--- config.mk ---
export PLATFORM = sky130hd
export DESIGN_NAME = mult_div_unit_flat
export DESIGN_NICKNAME = d
export VERILOG_FILES = /design/src/rtl/mult_div_unit_if.sv /design/src/rtl/mult_div_unit.sv /design/src/flat_wrapper.sv
export SDC_FILE = /design/constraint.sdc
export NUM_CORES = 1
export LEC_CHECK = 0
export ABC_CLOCK_PERIOD_IN_PS = 4300
export CAP_MARGIN = 15
export CORE_UTILIZATION = 30
export CTS_CLUSTER_DIAMETER = 100
export DETAILED_ROUTE_END_ITERATION = 12
export PLACE_DENSITY = 0.46
export SYNTH_ARGS = -nofsm -noshare
export SYNTH_HDL_FRONTEND = slang
export SYNTH_SLANG_ARGS = --single-unit
--- constraint.sdc ---
create_clock -name clk -period 4.3 [get_ports clk]
set_clock_uncertainty 0.1 [all_clocks]
set_input_delay 0.43 -clock clk [delete_from_list [all_inputs] [get_ports clk]]
set_output_delay 0.43 -clock clk [all_outputs]
set_load 0.005 [all_outputs]
--- src/rtl/mult_div_unit_if.sv ---
// Operand/result bundle for the iterative multiply/divide unit.
// The controller drives the master side; the unit is the slave.
interface mult_div_unit_if #(
  parameter int DATA_W = 32
);
  logic              Start_Mult;
  logic              Start_Div;
  logic [DATA_W-1:0] A;
  logic [DATA_W-1:0] B;
  logic [DATA_W-1:0] Hi;
  logic [DATA_W-1:0] Lo;
  logic              Busy;
  logic              Done;
  logic              DivZero;

  modport master (
    output Start_Mult, Start_Div, A, B,
    input  Hi, Lo, Busy, Done, DivZero
  );

  modport slave (
    input  Start_Mult, Start_Div, A, B,
    output Hi, Lo, Busy, Done, DivZero
  );
endinterface

--- src/rtl/mult_div_unit.sv ---
// Iterative signed MULT/DIV into Hi/Lo over DATA_W cycles.
// Define MULTDIV_DIVZERO_EN to short-circuit divide-by-zero with a flag.
module mult_div_unit #(
  parameter int DATA_W = 32
) (
  input  logic            clk,
  input  logic            reset,
  mult_div_unit_if.slave  bus
);

  localparam int CW = (DATA_W > 1) ? $clog2(DATA_W) : 1;
  localparam logic [CW-1:0] LAST = CW'(DATA_W - 1);

  typedef enum logic [1:0] {
    IDLE,
    CALC,
    FIX
  } state_t;

  state_t r_state;
  state_t w_next;

  logic [CW-1:0]       r_cnt;
  logic                r_is_div;
  logic                r_neg_p;
  logic                r_neg_a;
  logic [DATA_W-1:0]   r_mcand;
  logic [2*DATA_W-1:0] r_acc;
  logic [DATA_W-1:0]   r_dvsr;
  logic [DATA_W-1:0]   r_rem;
  logic [DATA_W-1:0]   r_quo;
  logic [DATA_W-1:0]   r_hi;
  logic [DATA_W-1:0]   r_lo;
  logic                r_done;

  logic w_start_m;
  logic w_start_d;
  logic w_load;
  logic w_step;
  logic w_fin;
  logic w_skip;

  // The Done cycle is the last cycle of an operation; starts there are dropped.
  assign w_start_m = bus.Start_Mult & ~r_done;
  assign w_start_d = bus.Start_Div & ~bus.Start_Mult & ~r_done;

`ifdef MULTDIV_DIVZERO_EN
  logic r_zero;
  logic r_dz;
  assign w_skip      = w_start_d & (bus.B == '0);
  assign bus.DivZero = r_dz;
`else
  assign w_skip      = 1'b0;
  assign bus.DivZero = 1'b0;
`endif

  always_ff @(posedge clk) begin
    if (reset) r_state <= IDLE;
    else       r_state <= w_next;
  end

  always_comb begin
    w_next = r_state;
    w_load = 1'b0;
    w_step = 1'b0;
    w_fin  = 1'b0;
    case (r_state)
      IDLE: begin
        if (w_start_m | w_start_d) begin
          w_load = 1'b1;
          w_next = w_skip ? FIX : CALC;
        end
      end
      CALC: begin
        w_step = 1'b1;
        if (r_cnt == LAST) w_next = FIX;
      end
      FIX: begin
        w_fin  = 1'b1;
        w_next = IDLE;
      end
      default: w_next = IDLE;
    endcase
  end

  logic              w_a_sgn;
  logic              w_b_sgn;
  logic [DATA_W-1:0] w_a_mag;
  logic [DATA_W-1:0] w_b_mag;

  assign w_a_sgn = bus.A[DATA_W-1];
  assign w_b_sgn = bus.B[DATA_W-1];
  assign w_a_mag = w_a_sgn ? (~bus.A + 1'b1) : bus.A;
  assign w_b_mag = w_b_sgn ? (~bus.B + 1'b1) : bus.B;

  // Shift-add: add multiplicand into the high half, then shift right.
  logic [DATA_W:0]     w_sum;
  logic [2*DATA_W-1:0] w_acc_nxt;

  assign w_sum = {1'b0, r_acc[2*DATA_W-1:DATA_W]}
               + {1'b0, (r_acc[0] ? r_mcand : {DATA_W{1'b0}})};
  assign w_acc_nxt = {w_sum, r_acc[DATA_W-1:1]};

  // Restoring divide: dividend bits shift out of r_quo into r_rem.
  logic [DATA_W:0]   w_sh;
  logic              w_ge;
  logic [DATA_W-1:0] w_diff;

  assign w_sh   = {r_rem, r_quo[DATA_W-1]};
  assign w_ge   = (w_sh >= {1'b0, r_dvsr});
  assign w_diff = w_sh[DATA_W-1:0] - r_dvsr;

  logic [2*DATA_W-1:0] w_prod;
  logic [DATA_W-1:0]   w_quo_s;
  logic [DATA_W-1:0]   w_rem_s;

  assign w_prod  = r_neg_p ? (~r_acc + 1'b1) : r_acc;
  assign w_quo_s = r_neg_p ? (~r_quo + 1'b1) : r_quo;
  assign w_rem_s = r_neg_a ? (~r_rem + 1'b1) : r_rem;

  always_ff @(posedge clk) begin
    if (reset) begin
      r_cnt    <= '0;
      r_is_div <= 1'b0;
      r_neg_p  <= 1'b0;
      r_neg_a  <= 1'b0;
      r_mcand  <= '0;
      r_acc    <= '0;
      r_dvsr   <= '0;
      r_rem    <= '0;
      r_quo    <= '0;
      r_hi     <= '0;
      r_lo     <= '0;
      r_done   <= 1'b0;
    end else begin
      r_done <= 1'b0;
      if (w_load) begin
        r_cnt    <= '0;
        r_is_div <= ~w_start_m;
        r_neg_p  <= w_a_sgn ^ w_b_sgn;
        r_neg_a  <= w_a_sgn;
        r_mcand  <= w_a_mag;
        r_acc    <= {{DATA_W{1'b0}}, w_b_mag};
        r_dvsr   <= w_b_mag;
        r_rem    <= '0;
        r_quo    <= w_a_mag;
      end
      if (w_step) begin
        r_cnt <= r_cnt + 1'b1;
        if (r_is_div) begin
          r_rem <= w_ge ? w_diff : w_sh[DATA_W-1:0];
          r_quo <= {r_quo[DATA_W-2:0], w_ge};
        end else begin
          r_acc <= w_acc_nxt;
        end
      end
      if (w_fin) begin
        r_done <= 1'b1;
`ifdef MULTDIV_DIVZERO_EN
        if (!r_zero) begin
`else
        begin
`endif
          if (r_is_div) begin
            r_hi <= w_rem_s;
            r_lo <= w_quo_s;
          end else begin
            r_hi <= w_prod[2*DATA_W-1:DATA_W];
            r_lo <= w_prod[DATA_W-1:0];
          end
        end
      end
    end
  end

`ifdef MULTDIV_DIVZERO_EN
  always_ff @(posedge clk) begin
    if (reset) begin
      r_zero <= 1'b0;
      r_dz   <= 1'b0;
    end else begin
      r_dz <= w_fin & r_zero;
      if (w_load) r_zero <= w_skip;
    end
  end
`endif

  assign bus.Hi   = r_hi;
  assign bus.Lo   = r_lo;
  assign bus.Busy = (r_state != IDLE);
  assign bus.Done = r_done;

endmodule

--- src/flat_wrapper.sv ---
// flat-port wrapper written by rule: the top's interface ports become plain ports
module mult_div_unit_flat 
#(
  parameter int DATA_W = 32
)
  (clk, reset, bus_Start_Mult, bus_Start_Div, bus_A, bus_B, bus_Hi, bus_Lo, bus_Busy, bus_Done, bus_DivZero);
  mult_div_unit_if #(.DATA_W(DATA_W)) bus_i ();
  input  logic clk;
  input  logic reset;
  input wire logic [$bits(bus_i.Start_Mult)-1:0] bus_Start_Mult;
  input wire logic [$bits(bus_i.Start_Div)-1:0] bus_Start_Div;
  input wire logic [$bits(bus_i.A)-1:0] bus_A;
  input wire logic [$bits(bus_i.B)-1:0] bus_B;
  output wire logic [$bits(bus_i.Hi)-1:0] bus_Hi;
  output wire logic [$bits(bus_i.Lo)-1:0] bus_Lo;
  output wire logic [$bits(bus_i.Busy)-1:0] bus_Busy;
  output wire logic [$bits(bus_i.Done)-1:0] bus_Done;
  output wire logic [$bits(bus_i.DivZero)-1:0] bus_DivZero;
  assign bus_i.Start_Mult = bus_Start_Mult;
  assign bus_i.Start_Div = bus_Start_Div;
  assign bus_i.A = bus_A;
  assign bus_i.B = bus_B;
  assign bus_Hi = bus_i.Hi;
  assign bus_Lo = bus_i.Lo;
  assign bus_Busy = bus_i.Busy;
  assign bus_Done = bus_i.Done;
  assign bus_DivZero = bus_i.DivZero;
  mult_div_unit #(.DATA_W(DATA_W)) u_core (.clk(clk), .reset(reset), .bus(bus_i));
endmodule
==> results.md, run 1 <==
- The number of hold buffers added after CTS was 0.
- The overall die area is 60300 um^2.
- The instance area at placement is 20100 um^2.
- The worst endpoint data arrival time is around 4.2 ns.
- In the final timing run, aggregate negative setup slack is 0 ns.
- The first global-routing pass estimated about 100000 um of wire.
- The tree is rooted in a sky130_fd_sc_hd__clkbuf_16.
- The filler cells instantiated in the layout total 6119.
- The most heavily used metal layer in global routing is met2.
- The worst path needs 3.77 ns of the cycle, external delays included.
- The H-tree was split into 2 levels.
- The kind of critical path is reg -> reg.
- The half-perimeter wire length of the detailed placement result is between 50000 and 60000 um.
- For the pin with the worst max-slew slack, the measured transition is approximately 1.1 ns.
- The area of the core region is 58100 um^2.
- The total instance count after detailed placement is about 3100.
- The highest clock rate is approximately 0.26 GHz.
- The Yosys warning count is 0.
- The signal on the critical path passes through and2_1 > ha_1 > a21oi_1 > o21ai_0 > a221o_1 > a21oi_1 > o21ai_0 > a211oi_1 > o31ai_1 > and2_1 > or4_1 > nand3_1.
- The count of maximum capacitance violations is 0.
- The boundary pin count is ~140.
- In the routed layout, each cell is associated on average with a via count of 5.47.
- For this block, the via count after detailed routing is 17552.
- The post-layout instance count excluding filler cells is ~3200.
- The total CTS buffers is 36.
- The synthesis-to-finish area growth is 19.3%.
- Summed over all cells, the static leakage comes to about 0.0084 uW.
- The number of nets still failing antenna checks after routing is 0.
- The count of cell types in the netlist is 86.
- The number of remaining DRC errors is 0.
- The slowest cell on the critical path is sky130_fd_sc_hd__dfxtp_2.
- The share of synthesized area in the top cell type comes to ~30%.
- The count of final max-slew check failures came to 0.
- In the global route stage, met2 resource usage came out at 34.1%.
- The sequential cells in the finished layout cover a total of 5350 um^2.
- The worst ir drop on vdd is between 0.0002 and 0.00025 V.
- The global routing usage on met3 is ~3.0%.
- Port buffering added between 100 and 150 buffers.
- The congestion estimate from routability-driven global placement came to 0.887.
- The pre-antenna-repair detailed-routing pass consisted of 8 iterations.
- The initial DRC count is about 1400.
- TritonCTS built the clock tree.
- The post-route clock period utilization is 87.8%.
- The worst slew slack as a fraction of its limit is 28.6%.
- The footprint of the multi-input gates is between 10000 and 15000 um^2.
- For this run, global-route usage on met1 was measured as between 30% and 40%.
- The classification of the worst-slack hold path is in -> reg.
- The endpoint type of the worst setup path is a register.
- After global routing the overflow that remains totals 0.
- The clock sink total is between 200 and 300.
- The post-synthesis instance area is 17800 um^2.
- From bottom edge to top edge, the die measures about 250 um.
- The global-route usage over all layers is between 20 and 25%.
- The clock transition at the registers of the reported paths is ~0.060 ns.
- The number of endpoints with negative hold slack in the final report is 0.
- The net count after synthesis is 2470.
- Leaving out fill and tap cells, the most frequent cells in the layout are sky130_fd_sc_hd__dfxtp_1, sky130_fd_sc_hd__a21oi_1, sky130_fd_sc_hd__nand2_1.
- Setup repair after global routing left no endpoint under its margin.
- The async set-reset flop share out of synthesis is 0%.
- Entering global routing, the biggest net connects around 120 pins.
- The run finished with clean final reports.
- The count of mapped cells out of synthesis is 2329.
- Yosys mapped a number of flops with a built-in enable equal to 0.
- The final layout contains around 2600 nets.
- Among all flip-flop cells after synthesis, the most frequent one is sky130_fd_sc_hd__dfxtp_1.
- The later pin in the worst-skew pair is clocked with a latency of between 0.5 and 0.6 ns.
- Measured along the x axis, the die boundary spans ~250 um.
- The number of antenna violations at the first check in global routing is 0.
- The cell type contributing the most total cell area after synthesis is sky130_fd_sc_hd__dfxtp_1.
- The routed wire length per instance is between 20 and 25 um.
- The routed design has around 66000 um of wire.
- The effective utilization at floorplan is slightly above 30%.
- Averaged over all synthesized cells, the footprint is ~7.6 um^2.
- The share of final-layout standard cells stronger than drive strength 1 is ~7.5%.
- The floorplan has around 90 rows.
- The power per unit of standard cell area is 344 nW/um^2.
- Sequential elements use 30.1% of the synthesized area.
- The number of global-route vias before repair is about 16000.
- The final instance area is between 20000 and 25000 um^2.
- The data required time of the critical path is ~4.7 ns.
- In this run the deepest clock path goes through 3 buffers.
- The buffer count from post-CTS setup fixing is 0.
- Leaving out fill and tap cells, the most frequent cell in the layout is sky130_fd_sc_hd__dfxtp_1.
- Sorting the synthesized cells by area gives the leading types as sky130_fd_sc_hd__dfxtp_1, sky130_fd_sc_hd__a21oi_1, sky130_fd_sc_hd__nand2_1.
- The reg-to-reg setup timing slack is approximately 0.53 ns.
- The flop and latch count out of synthesis is about 270.
- Setup violations remaining at the end of the flow were counted as 0.
- Along the worst path, the maximum fanout reaches 24.
- The peak per-stage delay on the critical path is about 0.6 ns.
- STA classifies the critical path startpoint as a register.
## kinds of logic after synthesis
kind of cell | after synthesis | synth area share, %
xor gates and xnor gates | 184 | 9.06
DFF | 267 | 30.1
muxes | 22 | 1.77
adders and majority gates | 73 | 5.22
and+or+nand+nor | 785 | 21.0
AOI/OAI and AO/OA | 782 | 28.2
buffers and inverters | 215 | 4.66
other | 1 | 0.0211
## stage by stage
| step | total power (uW) | hold slack, ns | utilization [%] | setup slack [ns] |
|---|---|---|---|---|
| final | 7310 | 0.300 | 36.5 | 0.525 |
| after global routing | 7680 | 0.321 | 36.5 | 0.192 |
| after CTS | 7370 | 0.299 | 36.4 | 0.202 |
| after detailed placement | 4400 | 0.342 | 34.5 | 0.215 |
| after global placement | 4390 | 0.342 | 34.5 | 0.316 |
| after floorplan | 3830 | 0.332 | - | 0.900 |
## worst max-delay path, delay by kind of cell (launching register included)
| family | cells | cell delay [ns] |
|---|---|---|
| and+or+nand+nor | 4 | 0.93 |
| DFF | 1 | 0.60 |
| AOI/OAI and AO/OA | 7 | 1.76 |
| adders and majority gates | 1 | 0.29 |
## worst paths after layout
path                                     to                           start  cells past startpoint
max             u_core.r_acc[62]$_SDFF_PP0_      u_core.r_acc[0]$_SDFF_PP0_                     12
max reg2reg     u_core.r_acc[62]$_SDFF_PP0_      u_core.r_acc[0]$_SDFF_PP0_                     12
min reg2reg  u_core.bus.Hi[27]$_SDFFE_PP0P_  u_core.bus.Hi[27]$_SDFFE_PP0P_                      2
min             u_core.r_acc[49]$_SDFF_PP0_                           reset                      2
## synth_stat cells (all sizes together) (20+ instances only)
master	n
nor3	39
inv	63
or3	36
dfxtp	267
xnor2	85
nor2b	20
ha	71
nand2b	23
a22o	22
xor2	99
or4	26
a22oi	24
o31ai	44
o41ai	28
a21o	40
nand2	246
nand3	51
o21ai	167
a21oi	250
a211oi	64
clkbuf	130
o211ai	25
and2	40
nor2	230
buf	22
## state kept, by name (all words and copies together) (netlist names)
name / flops
u_core.r_state: 2
u_core.bus.Hi: 32
u_core.r_quo: 32
u_core.bus.Done: 1
u_core.r_neg_a: 1
u_core.bus.Lo: 32
u_core.r_mcand: 32
u_core.r_dvsr: 32
u_core.r_cnt: 5
u_core.r_rem: 32
u_core.r_is_div: 1
u_core.r_neg_p: 1
u_core.r_acc: 64
## power breakdown
group / total, uW / internal, uW / switching [uW]
sequential: 2840 / 2620 / 225
clock: 2940 / 1740 / 1190
combinational: 1530 / 583 / 948
total: 7310 / 4940 / 2360
## timing repair
item                       4_1_cts  5_1_grt
gates resized for setup          0        1
hold endpoints to repair         0        0
setup endpoints to repair        0        1
## cell type report
type	count	area share [%]
clock buffers	51	4.89
diodes	1	0.0118
multi-input cells	1847	54.8
clock inverters	12	0.477
well taps	765	4.51
flip-flops and latches	267	25.2
repair buffers	203	8.94
inverters	63	1.11
## layer usage
metal  vias to the layer above  share of wire [%]
li1                       8640                  -
met1                      8362                 47
met2                       467                 45
met3                        83                5.4
met4                         0                2.7
met5                         -                  0
(Power assumes the default switching activity.)
==> inputs of run 2 (changes only) <==
Settings changed: CORE_UTILIZATION 30 to 45, GPL_ROUTABILITY_DRIVEN set to 1, PLACE_DENSITY 0.46 to 0.63.
==> run 2 against run 1 <==
Sequential share of layout area is 0.40 points higher. Largest cell class unchanged. Routed wire length is 1.9% lower. Clock-buffer cell count shrank 7. Final area down 1.6%. Global-route usage grew 10 points. Die area decreased by 33%. Critical endpoint is now u_core.bus.Hi[26]$_SDFFE_PP0P_. Register-to-register slack got worse by 0.06 ns.
==> results.md, run 2 (same netlist as run 1, synthesis figures left out) <==
- The flow ran to the end, and the final reports show no timing, DRC or antenna violations.
- The share of final-layout standard cells stronger than drive strength 1 is 7.30% (-0.19 points).
- The worst-case clock buffer depth was 3 (unchanged).
- The clock sink total was 267 (unchanged).
- The worst slew slack as a fraction of its limit came to 20.7% (-7.9 points).
- The number of vias per cell after detailed routing was 6.18 (+13%).
- The clock root buffer is sky130_fd_sc_hd__clkbuf_16.
- The final critical-path setup slack is 0.461 ns (-0.0636 ns).
- Traced cell by cell, the critical path runs through nor4_1 > nand3_1 > nor2_2 > nand2_1 > or4_1 > nand2b_2 > nor4_2 > mux2_1 > o21ai_1 > nand2_1.
- The total CTS buffers was 34 (-5.6%).
- The uppermost metal layer occupied by signal nets is met4.
- The die height was 201 um (-18%).
- The clock insertion delay at the later pin of the skew report is 0.55 ns (about the same).
- The slowest cell on the critical path is sky130_fd_sc_hd__nor4_1.
- The number of antenna violations at the first check in global routing was 0 (unchanged).
- The count of standard-cell rows came to 72 (-18%).
- The final sum of negative setup slack is 0 ns (unchanged).
- The peak per-stage delay on the critical path is 0.99 ns (+0.39 ns).
- The via total after detailed routing is 18275 (+4.1%).
- The most repeated library cell on the critical path is sky130_fd_sc_hd__nand2_1.
- The net count reported at finish came to 2560 (+0.039%).
- Leaving out fill and tap cells, the most frequent cells in the layout are sky130_fd_sc_hd__dfxtp_1, sky130_fd_sc_hd__a21oi_1, sky130_fd_sc_hd__nand2_1.
- The transition at the pin with the smallest max-transition slack is 1.18 ns (+0.107 ns).
- The core utilization of the finished layout was 53.8% (+17 points).
- The post-cts resize count is 0 (unchanged).
- The classification of the worst-slack hold path is reg -> reg.
- The number of diodes was 0 (-1).
- The buffer count from post-CTS setup fixing is 0 (unchanged).
- The tightest hold margin is 0.354 ns (+0.0539 ns).
- The synthesis-to-finish area growth is 17.4%.
- The overall overflow remaining after global route is 0 (unchanged).
- The worst ir drop on vdd is 0.000374 V (+58%).
- The number of fill cells is 3750 (-39%).
- The total met2 wirelength after detailed routing came to 27800 um (-6.4%).
- The instance area at placement is 19800 um^2 (-1.2%).
- The number of flip-flops under the largest register name is 64 (unchanged).
- The worst endpoint data arrival time is 4.19 ns (+0.03 ns).
- The initial DRC count is 1919 (+39%).
- The wire length after detailed routing is 65200 um (-1.9%).
- The worst-case setup slack after placement came to 0.421 ns (+0.206 ns).
- The number of endpoints failing setup at the final stage was 0 (unchanged).
- The area of the core region came to 38800 um^2 (-33%).
- The register with the most flip-flops is u_core.r_acc.
- The cts-stage hold buffer count was 0 (unchanged).
- The count of final max-slew check failures was 0 (unchanged).
- The global-route usage over all layers is 31.8% (+10 points).
- The maximum fanout along the worst path is 6 (-75%).
- The number of optimization iterations in the first detailed-route pass came to 5 (-3).
- The width of the die is 201 um (-18%).
- The final weighted congestion in routability-driven placement is 0.974 (+9.8%).
- The half-perimeter wire length of the detailed placement result came to 49800 um (-0.99%).
- Leaving out fill and tap cells, the most frequent cell in the layout is sky130_fd_sc_hd__dfxtp_1.
- The boundary pin count is 135 (unchanged).
- The data required time of the critical path was 4.65 ns (-0.03 ns).
- STA classifies the critical path endpoint as a register.
- The cell class contributing the biggest share of worst-path delay is simple AND/OR/NAND/NOR gates.
- The clock transition at the registers of the reported paths is 0.06 ns (about the same).
- The detailed-routed wire length on met3 is 5210 um (+46%).
- The maximum level of the CTS H-tree was 2 (unchanged).
- The count of buffers from port buffering is 133 (unchanged).
- The pin count of the biggest net entering global routing was 101 (-15%).
- The post-route clock period utilization is 89.3% (+1.5 points).
- By startpoint and endpoint, the worst setup path is classified as reg -> reg.
- The count of maximum capacitance violations is 0 (unchanged).
- The static leakage is 0.00834 uW (-0.17%).
- The number of nets still failing antenna checks after routing is 0 (unchanged).
- The first-pass GRT wire length is 100000 um (-0.92%).
- The highest clock rate was 0.261 GHz (-1.7%).
- The number of global-route vias before repair is 16398 (+0.31%).
- The length of routed wiring on met1 came to 30000 um (-4.8%).
- Setup repair after global routing left no endpoint under its margin.
- The number of buffers and inverters on the critical path is 0 (unchanged).
- The routed wire length per instance is 22.1 um (+6.5%).
- The final instance area was 20900 um^2 (-1.6%).
- TritonCTS built the clock tree.
- The power per unit of standard cell area is 346 nW/um^2 (+0.56%).
- The overall die area is 40300 um^2 (-33%).
- The number of remaining DRC errors is 0 (unchanged).
- The effective utilization at floorplan is 45.8% (+15 points).
- The number of endpoints with negative hold slack in the final report is 0 (unchanged).
- The startpoint type of the worst setup path is a register.
- The minimum period implied by the final worst setup slack is 3.84 ns (+0.0636 ns).
## run 2: cell count changes in the layout (fill, tap and decap cells not counted), moves of 2 or more
cell | before | now
sky130_fd_sc_hd__clkbuf_8 | 6 | 2
sky130_fd_sc_hd__inv_6 | 2 | 0
sky130_fd_sc_hd__buf_12 | 2 | 5
sky130_fd_sc_hd__clkinv_8 | 0 | 2
sky130_fd_sc_hd__clkbuf_16 | 37 | 35
## run 2: worst paths after layout
check,to,depth (start not counted),from,slack (ns)
min,u_core.bus.Hi[2]$_SDFFE_PP0P_,2,u_core.bus.Hi[2]$_SDFFE_PP0P_,0.35
max reg2reg,u_core.bus.Hi[26]$_SDFFE_PP0P_,10,u_core.r_acc[12]$_SDFF_PP0_,0.46
min reg2reg,u_core.bus.Hi[2]$_SDFFE_PP0P_,2,u_core.bus.Hi[2]$_SDFFE_PP0P_,0.35
max,u_core.bus.Hi[26]$_SDFFE_PP0P_,10,u_core.r_acc[12]$_SDFF_PP0_,0.46
## run 2: power by group
group | leakage, uW | switching (uW) | total, uW | internal, uW
Sequential | 0.00218 | 187 | 2800 | 2620
Clock | 0.000522 | 1150 | 2800 | 1650
Combinational | 0.00563 | 1030 | 1630 | 599
Total | 0.00834 | 2360 | 7230 | 4860
## run 2: cell type report
| cell class | instances | area [um^2] | share of cell area [%] |
|---|---|---|---|
| Clock buffer | 44 | 930 | 4.45 |
| Timing Repair Buffer | 206 | 1940 | 9.28 |
| Sequential cell | 267 | 5350 | 25.6 |
| Clock inverter | 11 | 136 | 0.653 |
| Inverter | 63 | 236 | 1.13 |
| Tap cell | 518 | 648 | 3.10 |
| Multi-Input combinational cell | 1847 | 11600 | 55.8 |
## run 2: stage by stage
| step | total power, uW | std cells |
|---|---|---|
| floorplan | 3830 | 2329 |
| global placement | 4410 | 2900 |
| detailed placement | 4430 | 2901 |
| CTS | 7230 | 2956 |
| global route | 7530 | 2956 |
| finish | 7230 | 2956 |
## run 2: worst min-delay path, stage by stage (launching register included)
cell	delay (ns)
sky130_fd_sc_hd__dfxtp_1	0.31
sky130_fd_sc_hd__nand2_1	0.05
sky130_fd_sc_hd__a21oi_1	0.05
## run 2: layer usage
metal,up-vias,GRT usage [%]
li1,8628,-
met1,8738,46.1
met2,806,47.6
met3,103,4.59
met4,0,11.5
met5,-,0
==> inputs of run 3 (changes only) <==
Settings changed: ABC_CLOCK_PERIOD_IN_PS 4300 to 3700, CORE_MARGIN set to 5.
Clock period 4.3 ns to 3.7 ns, I/O delays scaled along.
==> run 3 against run 2 <==
Total power up 18%. Clock-buffer cell count fell by 8. Critical path depth stayed put. Cell count grew 3.5%. Register-to-register slack got worse by 0.31 ns. Sequential cell count stayed put. Die area increased by 8.1%. Routed wire length increased by 2.4%. Setup slack lost 0.31 ns. Maximum frequency increased by 8.2%.
==> results.md, run 3 (same netlist as run 1, synthesis figures left out) <==
- The run finished with clean final reports.
- The number of endpoints failing setup at the final stage is 0 (unchanged).
- The wire length after detailed routing came to 66800 um (+2.4%).
- The initial DRC count is 1983 (+3.3%).
- In this run the critical register-to-register path is launched from u_core.r_acc[19]$_SDFF_PP0_.
- The overall overflow remaining after global route is 0 (unchanged).
- The number of diodes came to 0 (unchanged).
- The half-perimeter wire length of the detailed placement result is 51800 um (+4.0%).
- The clock network fraction of design power is 38.8% (about the same).
- The total CTS buffers is 31 (-8.8%).
- STA classifies the critical path endpoint as a register.
- The clock insertion delay at the later pin of the skew report is 0.60 ns (+0.05 ns).
- The count of standard-cell rows is 72 (unchanged).
- The static leakage is 0.00890 uW (+6.7%).
- Traced cell by cell, the critical path runs through or4_4 > or4_4 > nor2_2 > nand2_1 > or4_1 > nand2b_4 > nor4_2 > mux2_1 > o21ai_1 > nand2_1.
- The number of antenna violations at the first check in global routing is 2 (+2).
- The worst-case setup slack after placement is 0.00188 ns (-0.419 ns).
- The boundary pin count came to 135 (unchanged).
- The switching part of the total power was 32.6% (-0.082 points).
- The tightest hold margin is 0.152 ns (-0.202 ns).
- The number of global-route vias before repair is 16810 (+2.5%).
- The die height is 209 um (+4.0%).
- The post-route clock period utilization was 95.9% (+6.6 points).
- The number of flip-flops under the largest register name is 64 (unchanged).
- The post-layout instance count excluding filler cells was 3058 (+3.5%).
- The clock root buffer is sky130_fd_sc_hd__clkbuf_16.
- The buffer count from post-CTS setup fixing is 0 (unchanged).
- The power per unit of standard cell area is 395 nW/um^2 (+14%).
- The count of buffers from port buffering is 133 (unchanged).
- The clock sink total is 267 (unchanged).
- TritonCTS built the clock tree.
- The width of the die is 209 um (+4.0%).
- The critical path in this run is classified as reg -> reg.
- The first-pass GRT wire length is 101000 um (+0.53%).
- The effective utilization at floorplan is 45.7% (-0.11 points).
- The critical path starts at u_core.r_acc[19]$_SDFF_PP0_.
- The peak per-stage delay on the critical path is 0.61 ns (-0.38 ns).
- The worst endpoint data arrival time is 3.94 ns (-0.25 ns).
- The net count reported at finish is 2657 (+3.8%).
- The number of optimization iterations in the first detailed-route pass is 5 (unchanged).
- The startpoint type of the worst setup path is a register.
- The cts-stage hold buffer count is 0 (unchanged).
- The final critical-path setup slack came to 0.153 ns (-0.309 ns).
- The synthesis-to-finish area growth is 21.8%.
- The number of fill cells is 3638 (-3.0%).
- The core utilization of the finished layout is 55.7% (+1.9 points).
- The clock transition at the registers of the reported paths is 0.06 ns (about the same).
- The min-delay analysis places its worst path in the category in -> reg.
- The global-route usage over all layers is 28.9% (-2.9 points).
- The switching component of the power was 2800 uW (+18%).
- The routed wire length per instance was 21.8 um (-1.0%).
- Leaving out fill and tap cells, the most frequent cell in the layout is sky130_fd_sc_hd__dfxtp_1.
- The area of the core region is 38900 um^2 (+0.23%).
- The number of vias per cell after detailed routing came to 6.07 (-1.8%).
- The via total after detailed routing is 18574 (+1.6%).
- The number of endpoints with negative hold slack in the final report is 0 (unchanged).
- The cell-internal power is 5770 uW (+19%).
- The data required time of the critical path came to 4.09 ns (-0.56 ns).
- The startpoint identified for the worst hold timing path is reset.
- The maximum level of the CTS H-tree is 1 (-1).
- The pin count of the biggest net entering global routing came to 101 (unchanged).
- The maximum fanout along the worst path came to 6 (unchanged).
- The transition at the pin with the smallest max-transition slack is 1.16 ns (-0.0215 ns).
- The number of cell instances on the worst register-to-register path is 10 (unchanged).
- In the layout the commonest cells are sky130_fd_sc_hd__dfxtp_1, sky130_fd_sc_hd__a21oi_1, sky130_fd_sc_hd__nand2_1.
- The share of final-layout standard cells stronger than drive strength 1 is 11.4% (+4.1 points).
- The overall die area is 43600 um^2 (+8.1%).
- The part of the total power dissipated in sequential elements is 37.5% (-1.3 points).
- The count of final max-slew check failures came to 0 (unchanged).
- The total instance count after detailed placement is 3000 (+3.4%).
- The number of nets still failing antenna checks after routing was 0 (unchanged).
- The final weighted congestion in routability-driven placement was 1.02 (+4.3%).
- The final sum of negative setup slack came to 0 ns (unchanged).
- The highest clock rate is 0.282 GHz (+8.2%).
- The worst-case clock buffer depth is 3 (unchanged).
- The hold path depth is 2 (unchanged).
- The number of remaining DRC errors was 0 (unchanged).
- The count of maximum capacitance violations is 0 (unchanged).
- The largest individual stage delay along the critical path comes from the cell sky130_fd_sc_hd__or4_4.
- The worst slew slack as a fraction of its limit is 20.9% (+0.17 points).
- The minimum period implied by the final worst setup slack came to 3.55 ns (-0.291 ns).
- Counting flops per register, the top entry is u_core.r_acc.
- Setup repair after global routing left no endpoint under its margin.
- The portion of total power attributed to combinational logic was 23.7% (+1.2 points).
- The worst ir drop on vdd is 0.000386 V (+3.2%).
[run 3: changes by cell type in the layout (fill, tap and decap cells not counted), moves of 3 or more]
cell	before	now
sky130_fd_sc_hd__buf_4	68	169
sky130_fd_sc_hd__clkbuf_1	7	1
sky130_fd_sc_hd__inv_6	0	5
sky130_fd_sc_hd__clkbuf_16	35	31
sky130_fd_sc_hd__clkinv_2	5	9
sky130_fd_sc_hd__bufinv_16	2	5
[run 3: cell type report]
class,instances,area [um^2],area share [%]
clock inverters,21,254,1.17
well taps,518,648,2.99
repair buffers,306,2680,12.4
flip-flops and latches,267,5350,24.7
clock buffers,36,835,3.85
inverters,63,236,1.09
multi-input cells,1847,11700,53.8
[run 3: repair_timing]
item                       CTS  global route
pin swaps                    0             0
gates resized for setup      1             6
setup endpoints to repair    1             8
[run 3: metal layers]
metal / wire, um / global-route usage (%) / vias up / part of all wire, %
met4: 2250 / 8.35 / 0 / 3.4
met2: 29300 / 45.0 / 828 / 44
met1: 29700 / 42.2 / 8828 / 44
met3: 5610 / 3.31 / 103 / 8.4
met5: 0 / 0 / - / 0
li1: - / - / 8815 / -
[run 3: through the flow]
stage                     area [um^2]  total power [uW]
after floorplan                 17800              4450
after global placement          20500              5210
after detailed placement        20500              5240
after CTS                       21600              8540
after global routing            21700              8870
final                           21700              8570
[run 3: path summary, 6_finish.rpt]
check | end | slack [ns]
max | u_core.bus.Hi[26]$_SDFFE_PP0P_ | 0.15
min | u_core.r_quo[24]$_SDFF_PP0_ | 0.15
min reg2reg | u_core.bus.Hi[27]$_SDFFE_PP0P_ | 0.34
max reg2reg | u_core.bus.Hi[26]$_SDFFE_PP0P_ | 0.15
[run 3: critical path: cells and delay by family (launching register included)]
family	cells	cell delay, ns
multiplexers	1	0.36
AND/OR/NAND/NOR	8	2.49
AO/OA/AOI/OAI	1	0.12
flip-flops	1	0.37
[run 3: power groups by stage]
stage	clock [uW]	combinational, uW	sequential [uW]
2_1_floorplan	0	1240	3210
3_5_place_dp	0	1980	3270
6_report	3330	2030	3210
4_1_cts	3350	1990	3200
5_1_grt	3470	2180	3220
3_3_place_gp	0	1950	3260
